<file path="src/rtl/pipe_pkg.sv">
// Shared types and default widths for the two-entry skid pipeline stage.
package pipe_pkg;

  typedef enum logic [1:0] {
    EMPTY = 2'd0,
    ONE   = 2'd1,
    TWO   = 2'd2
  } pipe_buf_state_t;

  localparam int DEF_DATA_W   = 224;
  localparam int DEF_STICKY_W = 1;
  localparam int DEF_CNT_W    = 16;

endpackage

</file>
<file path="src/rtl/pipe_skid_stage_sat_counter.sv">
// Saturating up-counter with synchronous clear; clear beats increment.
// Latency: count updates on the edge after inc/clr. No backpressure.
module sat_counter #(
  parameter int WIDTH = 16
) (
  input  logic             clk,
  input  logic             rst,
  input  logic             clr,
  input  logic             inc,
  output logic [WIDTH-1:0] count
);

  localparam logic [WIDTH-1:0] ONE_V = {{(WIDTH-1){1'b0}}, 1'b1};

  logic [WIDTH-1:0] count_q, count_d;

  always_comb begin
    count_d = count_q;
    if (clr) begin
      count_d = '0;
    end else if (inc && (count_q != {WIDTH{1'b1}})) begin
      count_d = count_q + ONE_V;
    end
  end

  always_ff @(posedge clk or negedge rst) begin
    if (!rst) begin
      count_q <= '0;
    end else begin
      count_q <= count_d;
    end
  end

  assign count = count_q;

endmodule

</file>
<file path="src/rtl/pipe_skid_stage.sv">
// Two-entry skid buffer: in_ready is registered-only, accepted beat appears next cycle.
// Backpressure: in_ready drops when both entries are full; flush squashes data but keeps sticky bits.
module pipe_skid_stage
  import pipe_pkg::*;
#(
  parameter int DATA_W   = DEF_DATA_W,
  parameter int STICKY_W = DEF_STICKY_W,
  parameter int CNT_W    = DEF_CNT_W
) (
  input  logic                clk,
  input  logic                rst,
  input  logic                flush,
  input  logic                clear_stats,
  input  logic                in_valid,
  output logic                in_ready,
  input  logic [DATA_W-1:0]   in_data,
  input  logic [STICKY_W-1:0] in_sticky,
  output logic                out_valid,
  input  logic                out_ready,
  output logic [DATA_W-1:0]   out_data,
  output logic [STICKY_W-1:0] out_sticky,
  output logic [1:0]          occupancy,
  output logic [CNT_W-1:0]    stall_cycles
);

  pipe_buf_state_t     state_q, state_d;
  logic [DATA_W-1:0]   main_dat_q, main_dat_d, skid_dat_q, skid_dat_d;
  logic [STICKY_W-1:0] main_stk_q, main_stk_d, skid_stk_q, skid_stk_d;
  logic [STICKY_W-1:0] pend_q, pend_d;
  logic [STICKY_W-1:0] in_stk_eff, held_stk;
  logic                acc, pop;

  assign acc = in_valid & in_ready;
  assign pop = out_valid & out_ready;

  always_ff @(posedge clk or negedge rst) begin
    if (!rst) begin
      state_q <= EMPTY;
    end else begin
      state_q <= state_d;
    end
  end

  always_comb begin
    state_d = state_q;
    if (flush) begin
      state_d = EMPTY;
    end else begin
      case (state_q)
        EMPTY: if (acc) state_d = ONE;
        ONE: begin
          if (acc && !pop) state_d = TWO;
          else if (!acc && pop) state_d = EMPTY;
        end
        TWO: if (pop) state_d = ONE;
        default: state_d = EMPTY;
      endcase
    end
  end

  always_comb begin
    in_ready   = 1'b0;
    out_valid  = 1'b0;
    occupancy  = 2'd0;
    out_sticky = pend_q;
    case (state_q)
      EMPTY: begin
        in_ready = rst;
      end
      ONE: begin
        in_ready   = rst;
        out_valid  = 1'b1;
        occupancy  = 2'd1;
        out_sticky = main_stk_q;
      end
      TWO: begin
        out_valid  = 1'b1;
        occupancy  = 2'd2;
        out_sticky = main_stk_q;
      end
      default: ;
    endcase
  end

  assign out_data = main_dat_q;

  // Sticky bits that a flush must fold into PEND so they are never dropped.
  always_comb begin
    held_stk = '0;
    if (state_q != EMPTY) held_stk = held_stk | main_stk_q;
    if (state_q == TWO)   held_stk = held_stk | skid_stk_q;
    if (in_valid)         held_stk = held_stk | in_sticky;
  end

  assign in_stk_eff = in_sticky | pend_q;

  always_comb begin
    main_dat_d = main_dat_q;
    main_stk_d = main_stk_q;
    skid_dat_d = skid_dat_q;
    skid_stk_d = skid_stk_q;
    pend_d     = pend_q;
    if (flush) begin
      main_dat_d = '0;
      main_stk_d = '0;
      skid_dat_d = '0;
      skid_stk_d = '0;
      pend_d     = pend_q | held_stk;
    end else begin
      if (acc) pend_d = '0;
      case (state_q)
        EMPTY: begin
          if (acc) begin
            main_dat_d = in_data;
            main_stk_d = in_stk_eff;
          end
        end
        ONE: begin
          if (acc && pop) begin
            main_dat_d = in_data;
            main_stk_d = in_stk_eff;
          end else if (acc) begin
            skid_dat_d = in_data;
            skid_stk_d = in_stk_eff;
          end else if (pop) begin
            main_dat_d = '0;
            main_stk_d = '0;
          end
        end
        TWO: begin
          if (pop) begin
            main_dat_d = skid_dat_q;
            main_stk_d = skid_stk_q;
            skid_dat_d = '0;
            skid_stk_d = '0;
          end
        end
        default: ;
      endcase
    end
  end

  always_ff @(posedge clk or negedge rst) begin
    if (!rst) begin
      main_dat_q <= '0;
      main_stk_q <= '0;
      skid_dat_q <= '0;
      skid_stk_q <= '0;
      pend_q     <= '0;
    end else begin
      main_dat_q <= main_dat_d;
      main_stk_q <= main_stk_d;
      skid_dat_q <= skid_dat_d;
      skid_stk_q <= skid_stk_d;
      pend_q     <= pend_d;
    end
  end

  sat_counter #(
    .WIDTH(CNT_W)
  ) u_stall_cnt (
    .clk  (clk),
    .rst  (rst),
    .clr  (clear_stats),
    .inc  (out_valid & ~out_ready),
    .count(stall_cycles)
  );

endmodule

</file>
<file path="config.mk">
export PLATFORM = sky130hd
export DESIGN_NAME = pipe_skid_stage
export DESIGN_NICKNAME = d
export VERILOG_FILES = /design/src/rtl/pipe_pkg.sv /design/src/rtl/pipe_skid_stage_sat_counter.sv /design/src/rtl/pipe_skid_stage.sv
export SDC_FILE = /design/constraint.sdc
export NUM_CORES = 1
export LEC_CHECK = 0
export ABC_AREA = 1
export ABC_CLOCK_PERIOD_IN_PS = 3900
export CAP_MARGIN = 10
export CORE_MARGIN = 5
export CORE_UTILIZATION = 35
export CTS_BUF_LIST = sky130_fd_sc_hd__clkbuf_2
export DETAILED_ROUTE_END_ITERATION = 16
export DONT_BUFFER_PORTS = 1
export PLACE_DENSITY = 0.6
export SLEW_MARGIN = 20
export SYNTH_ARGS = -nofsm -noshare
export SYNTH_HDL_FRONTEND = slang
export SYNTH_SLANG_ARGS = --single-unit
</file>
<file path="constraint.sdc">
create_clock -name clk -period 3.9 [get_ports clk]
set_clock_uncertainty 0.1 [all_clocks]
set_input_delay 0.78 -clock clk [delete_from_list [all_inputs] [get_ports clk]]
set_output_delay 0.78 -clock clk [all_outputs]
set_load 0.005 [all_outputs]
</file>
==> implementation parameters, run 1 <==
Parameter                              Value

Pwr
  Total Power    17.89 mW
  Static Leak    15.45 nW
  Power Density    626.1 mW/mm2
  Worst VDD drop    0.5079 mV

Worst setup path
  Path type of the worst setup path    reg -> reg
  Setup crit start kind    flip-flop
  Total buffers and inverters traversed by the critical path    5
  Cell breakdown of the critical path    inv_1, ha_1, inv_1, nand2_1, nand3_2, dlygate4sd3_1, nand3_1, nand3_4, nor2_8, buf_16, nand2_1, dlygate4sd3_1, nand2_1
  Endpoint required time on the critical path    4.98 ns
  Endpoint class of the critical path    flip-flop
  Number of cells traversed by the worst register-to-register path    13
  Largest fanout on the critical path    56
  Cell at the slowest stage of the critical path    sky130_fd_sc_hd__dlygate4sd3_1
  Reg2reg end    out_data[157]
  Most Frequent Cell on Critical Path    sky130_fd_sc_hd__nand2_1
  Highest cell delay on the worst timing path    0.63 ns
  Signal arrival time at the worst endpoint    4.60 ns
  Cell family with most CP delay    buffers and inverters
  Setup slack, reg-to-reg    0.38 ns
  Reg-to-reg startpoint    state_q[1]

Timing
  Worst Tran Pin Value    1.173 ns
  Tcrit/Tclk final    0.9030
  Number of failing setup endpoints in the final timing report    0
  Max-slew violation count    0
  Accumulated negative setup slack    0 ns
  Number of failing hold endpoints at the final stage    469
  Shortest clock period the worst path allows after layout    3.522 ns
  Maximum clock rate    283.9 MHz
  Slack of the critical path    0.3782 ns
  Fin Hold WS    -0.8761 ns
  Setup repair after global routing missed its margin    false
  Worst rel slew slack    0.2179

CTS
  Number of buffers between clock root and the deepest sink    3
  H-tree levels    4
  Clock Root Buffer    sky130_fd_sc_hd__clkbuf_2
  TritonCTS clock tree    yes
  Clock slew seen by the registers of the worst setup and hold paths    0.10 ns
  Clock Sink Count    469
  Number of buffers created by CTS    134
  Worst skew pair latency    1.24 ns

Floorplanning
  Initial standard-cell utilization of the core    0.3543
  I/O Pins    476
  Total number of placement rows    93
  Full die area    0.07059 mm2
  Overall die height    265.7 um
  Overall die width    265.7 um
  Core outline area    0.06458 mm2

Routing
  Total detailed-routing wirelength    74750 um
  Routed len/inst    16.94 um
  Post-DRT Antenna Nets    0
  TritonRoute pass-1 iters    5
  # DRC    0
  Post-detailed-route via-to-cell ratio    4.860
  First DRT Iteration DRCs    1668
  Routed via count    21440

Final layout
  Multi-input combinational cell area    0.01024 mm2
  NumNets Final    3703
  Share of layout cells above drive strength 1    0.07710
  Filler cells    6483
  Relative area change from synthesis to final layout    24.90%
  Final Cell Area    0.02858 mm2
  Finished Core Util    0.4425
  FF/Latch Area    0.01174 mm2

GRT
  Global-route wire length before repair    117600 um
  Global-route total usage across every layer    0.2031
  Maximum number of pins on one net before global-route repair    472
  Initial antenna violation count    4
  Number of global-route vias before repair    21340
  Leftover overflow at the end of global routing    0

Synth
  Syn Std Cell Area    0.02288 mm2
  Gate Count Post-Synth    3115
  Synth warnings    0
  Synthesized netlist net count    3353
  Avg Inst Size Synth    7.345 um2
  Total of flip-flops plus latches after synthesis    469
  Sequential area share after synthesis    0.5129
  Count of different cell masters after synthesis    26

Placement
  Dpl hpwl    42480 um
  Placed Area    0.02365 mm2
  Worst slack after detailed placement    0.8692 ns
  Number of input and output port buffers inserted    0
  Routability-driven placement congestion ratio    0.8086

Run status
  Violated checks    negative hold slack
  Outcome    finished, violations left

Run
  Number of max-cap violations    0

Min path
  Tightest Hold Check Type    in -> async
-- per-stage QoR --
step,cells,hold WS [ns]
2_1_floorplan,3115,0.3422
3_3_place_gp,3815,0.3537
3_5_place_dp,3815,0.3583
4_1_cts,4398,-1.149
5_1_grt,4412,-1.099
6_report,4412,-0.8761
-- cell type report --
cell class / instances / area share
Inverter: 25 / 0.003634
Tap cell: 855 / 0.03743
Timing Repair Buffer: 410 / 0.1470
Clock inverter: 34 / 0.009063
Multi-Input combinational cell: 2425 / 0.3585
Antenna cell: 3 / 0.0002627
Sequential cell: 469 / 0.4107
Clock buffer: 191 / 0.03345
-- cells in the mapped netlist --
| master | count | area (um2) |
|---|---|---|
| sky130_fd_sc_hd__buf_1 | 13 | 48.80 |
| sky130_fd_sc_hd__nand4_1 | 16 | 100.1 |
| sky130_fd_sc_hd__o21ai_0 | 2 | 10.01 |
| sky130_fd_sc_hd__nand3_1 | 17 | 85.08 |
| sky130_fd_sc_hd__a221oi_1 | 1 | 8.760 |
| sky130_fd_sc_hd__xor2_1 | 3 | 26.28 |
| sky130_fd_sc_hd__ha_1 | 7 | 87.58 |
| sky130_fd_sc_hd__buf_4 | 7 | 52.55 |
| sky130_fd_sc_hd__nor2_8 | 2 | 40.04 |
| sky130_fd_sc_hd__or2_2 | 2 | 12.51 |
| sky130_fd_sc_hd__o21bai_1 | 4 | 30.03 |
| sky130_fd_sc_hd__nor3_1 | 3 | 15.01 |
| sky130_fd_sc_hd__nor2_1 | 27 | 101.4 |
| sky130_fd_sc_hd__inv_1 | 22 | 82.58 |
| sky130_fd_sc_hd__xnor2_1 | 1 | 8.760 |
| sky130_fd_sc_hd__buf_6 | 2 | 22.52 |
| sky130_fd_sc_hd__a21oi_1 | 3 | 15.01 |
| sky130_fd_sc_hd__clkbuf_1 | 97 | 364.1 |
| sky130_fd_sc_hd__nand2_1 | 2105 | 7901 |
| sky130_fd_sc_hd__nor2_2 | 1 | 6.260 |
| sky130_fd_sc_hd__nand3b_1 | 226 | 1697 |
| sky130_fd_sc_hd__nand3_2 | 1 | 10.01 |
| sky130_fd_sc_hd__nand2_2 | 2 | 12.51 |
| sky130_fd_sc_hd__dfrtp_1 | 469 | 11740 |
| sky130_fd_sc_hd__buf_2 | 79 | 395.4 |
| sky130_fd_sc_hd__inv_2 | 3 | 11.26 |
-- worst max-delay path by stage --
stage	from	endpoint	slack, ns	cells after the start
after floorplan	flush	out_data[100]	1.77	11
after global placement	state_q[0]	out_data[21]	0.89	13
after detailed placement	state_q[1]	out_data[21]	0.87	13
after CTS	state_q[1]	out_data[156]	0.05	13
after global routing	state_q[0]	out_sticky	0.09	6
final	state_q[1]	out_data[157]	0.38	13
-- sequential cells by signal (all words and copies together) (netlist names) --
signal,flops
out_data,224
u_stall_cnt.count,16
skid_dat_q,224
skid_stk_q,1
pend_q,1
main_stk_q,1
state_q,2
-- layer usage --
| metal | GRT usage | routed length (um) |
|---|---|---|
| met4 | 0.09030 | 2580 |
| met2 | 0.3199 | 34760 |
| met3 | 0.06373 | 5999 |
| met1 | 0.2583 | 31400 |
| met5 | 0 | 11 |
-- cells by family (layout without fill, tap and decap cells) --
group / count (synthesis) / in the layout / synth area share
flops: 469 / 469 / 0.5129
simple gates: 2402 / 2404 / 0.4362
xor+xnor: 4 / 4 / 0.001531
buf+inv: 223 / 660 / 0.04271
fa+ha+maj: 7 / 7 / 0.003828
other cells: 0 / 3 / 0
compound gates: 10 / 10 / 0.002789
-- power breakdown --
part,switching [mW],internal (mW),total [mW]
combinational,3.82,2.12,5.94
sequential,1.53,6.64,8.17
clock,2.22,1.57,3.79
total,7.56,10.3,17.9
-- cells in the final DEF (no fill, tap or decap), drive strengths merged --
master and count:
or2 2, nor2 30, a221oi 1, xnor2 1, nand3b 226, clkbuf 192
bufinv 4, clkinv 20, buf 50, nand3 19, a21oi 3, nand2 2108
o21bai 4, ha 7, xor2 3, inv 29, dfrtp 469, o21ai 2
nand4 16, clkinvlp 6, nor3 3, diode 3, dlygate4sd3 359
-- what timing repair did --
item	in CTS	in global routing
buffers inserted	0	7
endpoints found under the setup margin	0	10
endpoints found under the hold margin	938	470
gates resized for setup	0	2
hold buffers	358	1
(Power assumes the default switching activity.)
==> inputs of run 2 (changes only) <==
--- a/config.mk
+++ b/config.mk
@@ -15,5 +15,5 @@
 export DONT_BUFFER_PORTS = 1
 export PLACE_DENSITY = 0.6
-export SLEW_MARGIN = 20
+export SLEW_MARGIN = 10
 export SYNTH_ARGS = -nofsm -noshare
 export SYNTH_HDL_FRONTEND = slang
==> constraint.sdc (replaced) <==
create_clock -name clk -period 3.9 [get_ports clk]
set_clock_uncertainty 0.1 [all_clocks]
set_input_delay 0.195 -clock clk [delete_from_list [all_inputs] [get_ports clk]]
set_output_delay 0.195 -clock clk [all_outputs]
set_load 0.02 [all_outputs]
==> implementation parameters, run 2 <==
Parameter                              Value

Synth
  Total of flip-flops plus latches after synthesis    469
  Number of enable-type register cells in the synthesized netlist    0
  Synthesized netlist net count    3353
  Gate Count Post-Synth    3115
  Main flop type after synthesis    sky130_fd_sc_hd__dfrtp_1
  Async S/R FF share, synth    1.000
  Cell taking the most area after synthesis    sky130_fd_sc_hd__dfrtp_1
  Top cells by instance count after synthesis    2105 x sky130_fd_sc_hd__nand2_1, 469 x sky130_fd_sc_hd__dfrtp_1, 226 x sky130_fd_sc_hd__nand3b_1
  Sequential area share after synthesis    0.5129
  Count of different cell masters after synthesis    26
  Most repeated cell in the gate-level netlist after synthesis    sky130_fd_sc_hd__nand2_1
  Syn Std Cell Area    0.02288 mm2
  Largest cells by area after synthesis    sky130_fd_sc_hd__dfrtp_1 51%, sky130_fd_sc_hd__nand2_1 35%, sky130_fd_sc_hd__nand3b_1 7.4%
  Avg Inst Size Synth    7.345 um2
  Share of Yosys cell area claimed by the top area cell type    0.5129
  Synth warnings    0

Placement
  Routability-driven placement congestion ratio    0.8202
  Dpl hpwl    41620 um
  Number of input and output port buffers inserted    0
  Cell total after placement    3811
  Placed Area    0.02364 mm2

Floorplanning
  Total number of placement rows    93
  I/O Pins    476
  Overall die height    265.7 um
  Initial standard-cell utilization of the core    0.3543
  Overall die width    265.7 um

CTS
  Buffers inserted during post-CTS setup optimization    0
  Number of buffers between clock root and the deepest sink    3
  H-tree levels    4
  Number of buffers created by CTS    135
  Clock Root Buffer    sky130_fd_sc_hd__clkbuf_2
  Count of instances resized after the clock tree is built    0
  CTS Hold Buffers Added    807
  Clock Sink Count    469

Run status
  Outcome    aborted with a tool error
  Last stage    4_1_cts
  Error that ended the run    [ERROR RSZ-0060] Max buffer count reached.
==> run 2: cells by family after synthesis <==
logic type / count (synthesis) / synth area share
buf+inv: 223 / 0.04271
flops: 469 / 0.5129
fa+ha+maj: 7 / 0.003828
xor+xnor: 4 / 0.001531
simple gates: 2402 / 0.4362
compound gates: 10 / 0.002789
==> run 2: through the flow <==
stage,hold slack [ns],utilization,setup slack (ns)
2_1_floorplan,-0.2006,-,1.698
3_3_place_gp,-0.1905,0.3661,1.155
3_5_place_dp,-0.1908,0.3661,1.130
==> inputs of run 3 (changes only) <==
CORE_UTILIZATION = 20   (was 35)
CTS_BUF_LIST = not set   (was sky130_fd_sc_hd__clkbuf_2)
PLACE_DENSITY = not set   (was 0.6)
PLACE_DENSITY_LB_ADDON = 0.15   (was not set)
==> implementation parameters, run 3 (synthesized netlist as in run 1, its figures left out) <==
Parameter                              Value

CTS
  Worst skew pair latency    0.62 ns
  Buffers inserted during post-CTS setup optimization    0
  H-tree levels    3
  Clock Sink Count    469
  Number of buffers between clock root and the deepest sink    3
  TritonCTS clock tree    yes
  Clock slew seen by the registers of the worst setup and hold paths    0.06 ns
  Count of instances resized after the clock tree is built    0
  CTS Hold Buffers Added    237
  Number of buffers created by CTS    66
  Clock Root Buffer    sky130_fd_sc_hd__clkbuf_16

Run
  Number of max-cap violations    0

Routing
  Routed via count    19900
  Post-detailed-route via-to-cell ratio    4.121
  Routed len/inst    18.07 um
  TritonRoute pass-1 iters    5
  # DRC    0
  First DRT Iteration DRCs    1219
  Total detailed-routing wirelength    87260 um
  Post-DRT Antenna Nets    0

Timing
  Shortest clock period the worst path allows after layout    3.452 ns
  Accumulated negative setup slack    0 ns
  Worst rel slew slack    0.1212
  Max-slew violation count    0
  Slack of the critical path    0.4481 ns
  Worst Tran Pin Value    1.318 ns
  Number of failing setup endpoints in the final timing report    0
  Setup repair after global routing missed its margin    false
  Tcrit/Tclk final    0.8851
  Maximum clock rate    289.7 MHz
  Fin Hold WS    -0.8309 ns
  Number of failing hold endpoints at the final stage    469

Final layout
  FF/Latch Area    0.01174 mm2
  Most frequent cells in the layout    2104 x sky130_fd_sc_hd__nand2_1, 469 x sky130_fd_sc_hd__dfrtp_1, 237 x sky130_fd_sc_hd__dlygate4sd3_1
  Final Cell Area    0.02903 mm2
  Relative area change from synthesis to final layout    26.88%
  Cell Count, Final, Fillers Out    4828
  Share of layout cells above drive strength 1    0.04743
  NumNets Final    3500
  Filler cells    12640
  Multi-input combinational cell area    0.01021 mm2
  Most common cell after layout, fill and taps aside    sky130_fd_sc_hd__nand2_1

Floorplanning
  Initial standard-cell utilization of the core    0.2006
  Full die area    0.1213 mm2
  Overall die width    348.2 um
  Core outline area    0.1140 mm2
  Overall die height    348.2 um
  I/O Pins    476
  Total number of placement rows    124

GRT
  Initial antenna violation count    8
  Maximum number of pins on one net before global-route repair    472
  Global-route total usage across every layer    0.1409
  Number of global-route vias before repair    20100
  Global-route wire length before repair    133900 um
  Leftover overflow at the end of global routing    0

Run status
  Violated checks    negative hold slack
  Outcome    finished, violations left

Worst setup path
  Largest fanout on the critical path    36
  Signal arrival time at the worst endpoint    3.91 ns
  Most Frequent Cell on Critical Path    sky130_fd_sc_hd__nand2_1
  Path type of the worst setup path    reg -> reg
  Endpoint required time on the critical path    4.36 ns
  Highest cell delay on the worst timing path    0.57 ns
  Cell at the slowest stage of the critical path    sky130_fd_sc_hd__dlygate4sd3_1
  Cell breakdown of the critical path    inv_1, ha_1, buf_4, nand2_1, nand3_1, nand2_1, inv_1, nand3_4, nor2_8, buf_4, nand2_1, dlygate4sd3_1, nand2_1
  Endpoint class of the critical path    flip-flop
  Setup crit start kind    flip-flop

Min path
  Tightest Hold Check Type    in -> async

Pwr
  Power Density    725.7 mW/mm2
  Static Leak    15.15 nW
  Worst VDD drop    0.2977 mV

Placement
  Number of input and output port buffers inserted    0
  Routability-driven placement congestion ratio    0.7687
  Worst slack after detailed placement    0.9479 ns
  Cell total after placement    4469
  Dpl hpwl    52050 um
  Placed Area    0.02448 mm2
run 3: final timing paths:
path | startpoint | end | slack (ns) | depth (start not counted)
max reg2reg | state_q[0] | out_data[213] | 0.45 | 13
max | state_q[0] | out_data[213] | 0.45 | 13
min in group clk | in_valid | main_stk_q | 0.07 | 6
max in group asynchronous | rst | skid_dat_q[97] | 3.46 | 0
min reg2reg | skid_dat_q[53] | skid_dat_q[53] | 0.37 | 2
min | rst | skid_dat_q[195] | -0.83 | 0
run 3: critical path, delay by kind of cell, from the launching register on:
kind,cells,cell delay [ns]
buffers and inverters,5,1.44
AND/OR/NAND/NOR,7,1.10
flip-flops,1,0.42
adder cells (fa/ha/maj),1,0.29
run 3: per-stage QoR:
step | power, mW | util | hold WS (ns)
after floorplan | 12.61 | - | -0.2006
after global placement | 14.98 | 0.2146 | -0.1893
after detailed placement | 14.99 | 0.2146 | -0.1891
after CTS | 21.64 | 0.2544 | -0.9079
after global routing | 22.63 | 0.2546 | -0.8885
final | 21.07 | 0.2546 | -0.8309
run 3: final cells by class:
class / instances / share of cell area
Inverter: 25 / 0.003750
Clock inverter: 19 / 0.006767
Sequential cell: 469 / 0.4043
Clock buffer: 97 / 0.06784
Multi-Input combinational cell: 2423 / 0.3519
Tap cell: 1512 / 0.06517
Antenna cell: 6 / 0.0005172
Timing Repair Buffer: 277 / 0.09982
run 3: where the power goes:
part           internal [mW]  switching [mW]  total (mW)
clock network           3.64            2.48        6.11
logic                   1.68            3.85        5.53
registers               6.64            2.79        9.43
run 3: layer usage:
| metal | up-vias | wire (um) | global-route usage |
|---|---|---|---|
| met4 | 4 | 2695 | 0.04991 |
| met2 | 470 | 40570 | 0.2273 |
| li1 | 9852 | - | - |
| met5 | - | 29 | 0 |
| met1 | 9443 | 38300 | 0.1830 |
| met3 | 126 | 5665 | 0.03675 |
==> inputs of run 4 (changes only) <==
CAP_MARGIN = not set   (was 10)
SYNTH_HIERARCHICAL = 1   (was not set)
==> implementation parameters, run 4 <==
Parameter                              Value

Timing
  Maximum clock rate    310.2 MHz
  Worst rel slew slack    0.1005
  Shortest clock period the worst path allows after layout    3.224 ns
  Fin Hold WS    -0.7944 ns
  Max-slew violation count    0
  Accumulated negative setup slack    0 ns
  Number of failing hold endpoints at the final stage    469
  Slack of the critical path    0.6760 ns
  Setup repair after global routing missed its margin    false
  Tcrit/Tclk final    0.8267
  Number of failing setup endpoints in the final timing report    0
  Worst Tran Pin Value    1.349 ns

Final layout
  FF/Latch Area    0.01174 mm2
  Relative area change from synthesis to final layout    28.02%
  Filler cells    12700
  Finished Core Util    0.2571
  Share of layout cells above drive strength 1    0.04968
  Most frequent cells in the layout    2097 x sky130_fd_sc_hd__nand2_1, 469 x sky130_fd_sc_hd__dfrtp_1, 255 x sky130_fd_sc_hd__dlygate4sd3_1
  NumNets Final    3510
  Most common cell after layout, fill and taps aside    sky130_fd_sc_hd__nand2_1
  Multi-input combinational cell area    0.01021 mm2

Routing
  # DRC    0
  Post-DRT Antenna Nets    0
  First DRT Iteration DRCs    1189
  Total detailed-routing wirelength    87070 um
  TritonRoute pass-1 iters    5
  Routed via count    19970
  Routed len/inst    18.00 um
  Post-detailed-route via-to-cell ratio    4.128

Synth
  Complex-gate fraction of the synthesized area    0.003491
  Synth warnings    6
  Avg Inst Size Synth    7.382 um2
  Share of Yosys cell area claimed by the top area cell type    0.5117
  Cell taking the most area after synthesis    sky130_fd_sc_hd__dfrtp_1
  Proportion of synthesized area in mux cells    0
  Count of different cell masters after synthesis    29
  Main flop type after synthesis    sky130_fd_sc_hd__dfrtp_1
  Syn Std Cell Area    0.02294 mm2
  Most repeated cell in the gate-level netlist after synthesis    sky130_fd_sc_hd__nand2_1
  Sequential area share after synthesis    0.5117
  Synthesized netlist net count    3345
  XOR/XNOR Fraction of Synth Area    0.001909
  Largest cells by area after synthesis    sky130_fd_sc_hd__dfrtp_1 51%, sky130_fd_sc_hd__nand2_1 34%, sky130_fd_sc_hd__nand3b_1 7.3%
  Top cells by instance count after synthesis    2098 x sky130_fd_sc_hd__nand2_1, 469 x sky130_fd_sc_hd__dfrtp_1, 224 x sky130_fd_sc_hd__nand3b_1
  Adder and majority cell fraction of the synthesized area    0.003819
  Main combinational cell family by area after synthesis    simple AND/OR/NAND/NOR gates
  Share of synthesized cell area in and, or, nand and nor gates    0.4337
  Total of flip-flops plus latches after synthesis    469
  Gate Count Post-Synth    3107
  Async S/R FF share, synth    1.000
  Number of enable-type register cells in the synthesized netlist    0

Placement
  Dpl hpwl    52430 um
  Routability-driven placement congestion ratio    0.7109
  Worst slack after detailed placement    1.157 ns
  Number of input and output port buffers inserted    0

CTS
  Count of instances resized after the clock tree is built    0
  Clock slew seen by the registers of the worst setup and hold paths    0.06 ns
  TritonCTS clock tree    yes
  H-tree levels    3
  Clock Root Buffer    sky130_fd_sc_hd__clkbuf_16
  Worst skew pair latency    0.61 ns
  Number of buffers between clock root and the deepest sink    3
  Number of buffers created by CTS    66
  Clock Sink Count    469
  CTS Hold Buffers Added    255
  Buffers inserted during post-CTS setup optimization    0

Floorplanning
  Full die area    0.1216 mm2
  Core outline area    0.1142 mm2
  I/O Pins    476
  Total number of placement rows    124
  Overall die width    348.6 um
  Overall die height    348.6 um
  Initial standard-cell utilization of the core    0.2009

Run
  Number of max-cap violations    0

Worst setup path
  Reg-to-reg startpoint    state_q[0]
  Cell breakdown of the critical path    inv_1, ha_1, nor2_8, nand2_1, nand2_1, inv_1, nand3_4, nor2_8, buf_4, nand2_1, dlygate4sd3_1, nand2_1
  Total buffers and inverters traversed by the critical path    4
  Critical path launch point    state_q[0]
  Endpoint class of the critical path    flip-flop
  Number of cells traversed by the worst register-to-register path    12
  Signal arrival time at the worst endpoint    3.68 ns
  Setup crit start kind    flip-flop
  Setup slack, reg-to-reg    0.68 ns
  Cell at the slowest stage of the critical path    sky130_fd_sc_hd__dlygate4sd3_1
  Largest fanout on the critical path    24
  Path length in cells of the critical path    12
  Cell family with most CP delay    buffers and inverters
  Path type of the worst setup path    reg -> reg
  Endpoint required time on the critical path    4.36 ns
  Most Frequent Cell on Critical Path    sky130_fd_sc_hd__nand2_1
  Highest cell delay on the worst timing path    0.56 ns

GRT
  Maximum number of pins on one net before global-route repair    472
  Initial antenna violation count    8
  Global-route total usage across every layer    0.1399
  Global-route wire length before repair    133300 um
  Number of global-route vias before repair    20360
  Leftover overflow at the end of global routing    0

Run status
  Violated checks    negative hold slack
  Outcome    finished, violations left

Min path
  Tightest Hold Check Type    in -> async

Pwr
  Static Leak    15.27 nW
  Power Density    730.3 mW/mm2
  Worst VDD drop    0.2931 mV
run 4: cells by family (layout without fill, tap and decap cells):
family	after synthesis	after routing
AOI/OAI and AO/OA	12	12
xor gates and xnor gates	5	5
adders and majority gates	7	7
buffers and inverters	224	438
DFF	469	469
other	0	5
and+or+nand+nor	2390	2390
run 4: cell type report:
class,count,share of cell area
multi-input cells,2414,0.3476
clock buffers,92,0.06545
repair buffers,295,0.1065
well taps,1512,0.06443
clock inverters,25,0.01193
inverters,26,0.003920
flip-flops and latches,469,0.3997
diodes,5,0.0004261
run 4: per-layer routing:
layer	GRT usage	part of all wire	up-vias
li1	-	-	9840
met1	0.1786	0.44	9660
met2	0.2321	0.48	374
met3	0.03963	0.062	93
met4	0.03853	0.020	6
met5	0	0.00053	-
run 4: report_power, final:
part | internal (mW) | leakage (nW) | switching [mW]
Sequential | 6.64 | 6.18 | 2.72
Combinational | 1.80 | 7.97 | 3.89
Clock | 3.92 | 1.12 | 2.49
run 4: path summary, 6_finish.rpt:
kind | endpoint
min reg2reg | skid_dat_q[128]
max | out_data[113]
max in group asynchronous | out_data[121]
max reg2reg | out_data[113]
min | out_data[193]
min in group clk | main_stk_q
run 4: per-stage QoR:
stage                     power [mW]  cell area [um2]  cells
after CTS                      22.01            29350   4833
after global placement         15.04            24520   4461
after detailed placement       15.04            24520   4461
final                          21.44            29360   4838
after floorplan                12.66            22940   3107
after global routing           22.98            29360   4837
run 4: worst reg2reg max path: cells and delay by family, from the launching register on:
kind | cells | cell delay, ns
adder cells (fa/ha/maj) | 1 | 0.43
AND/OR/NAND/NOR | 7 | 1.01
buffers and inverters | 4 | 1.20
flip-flops | 1 | 0.43
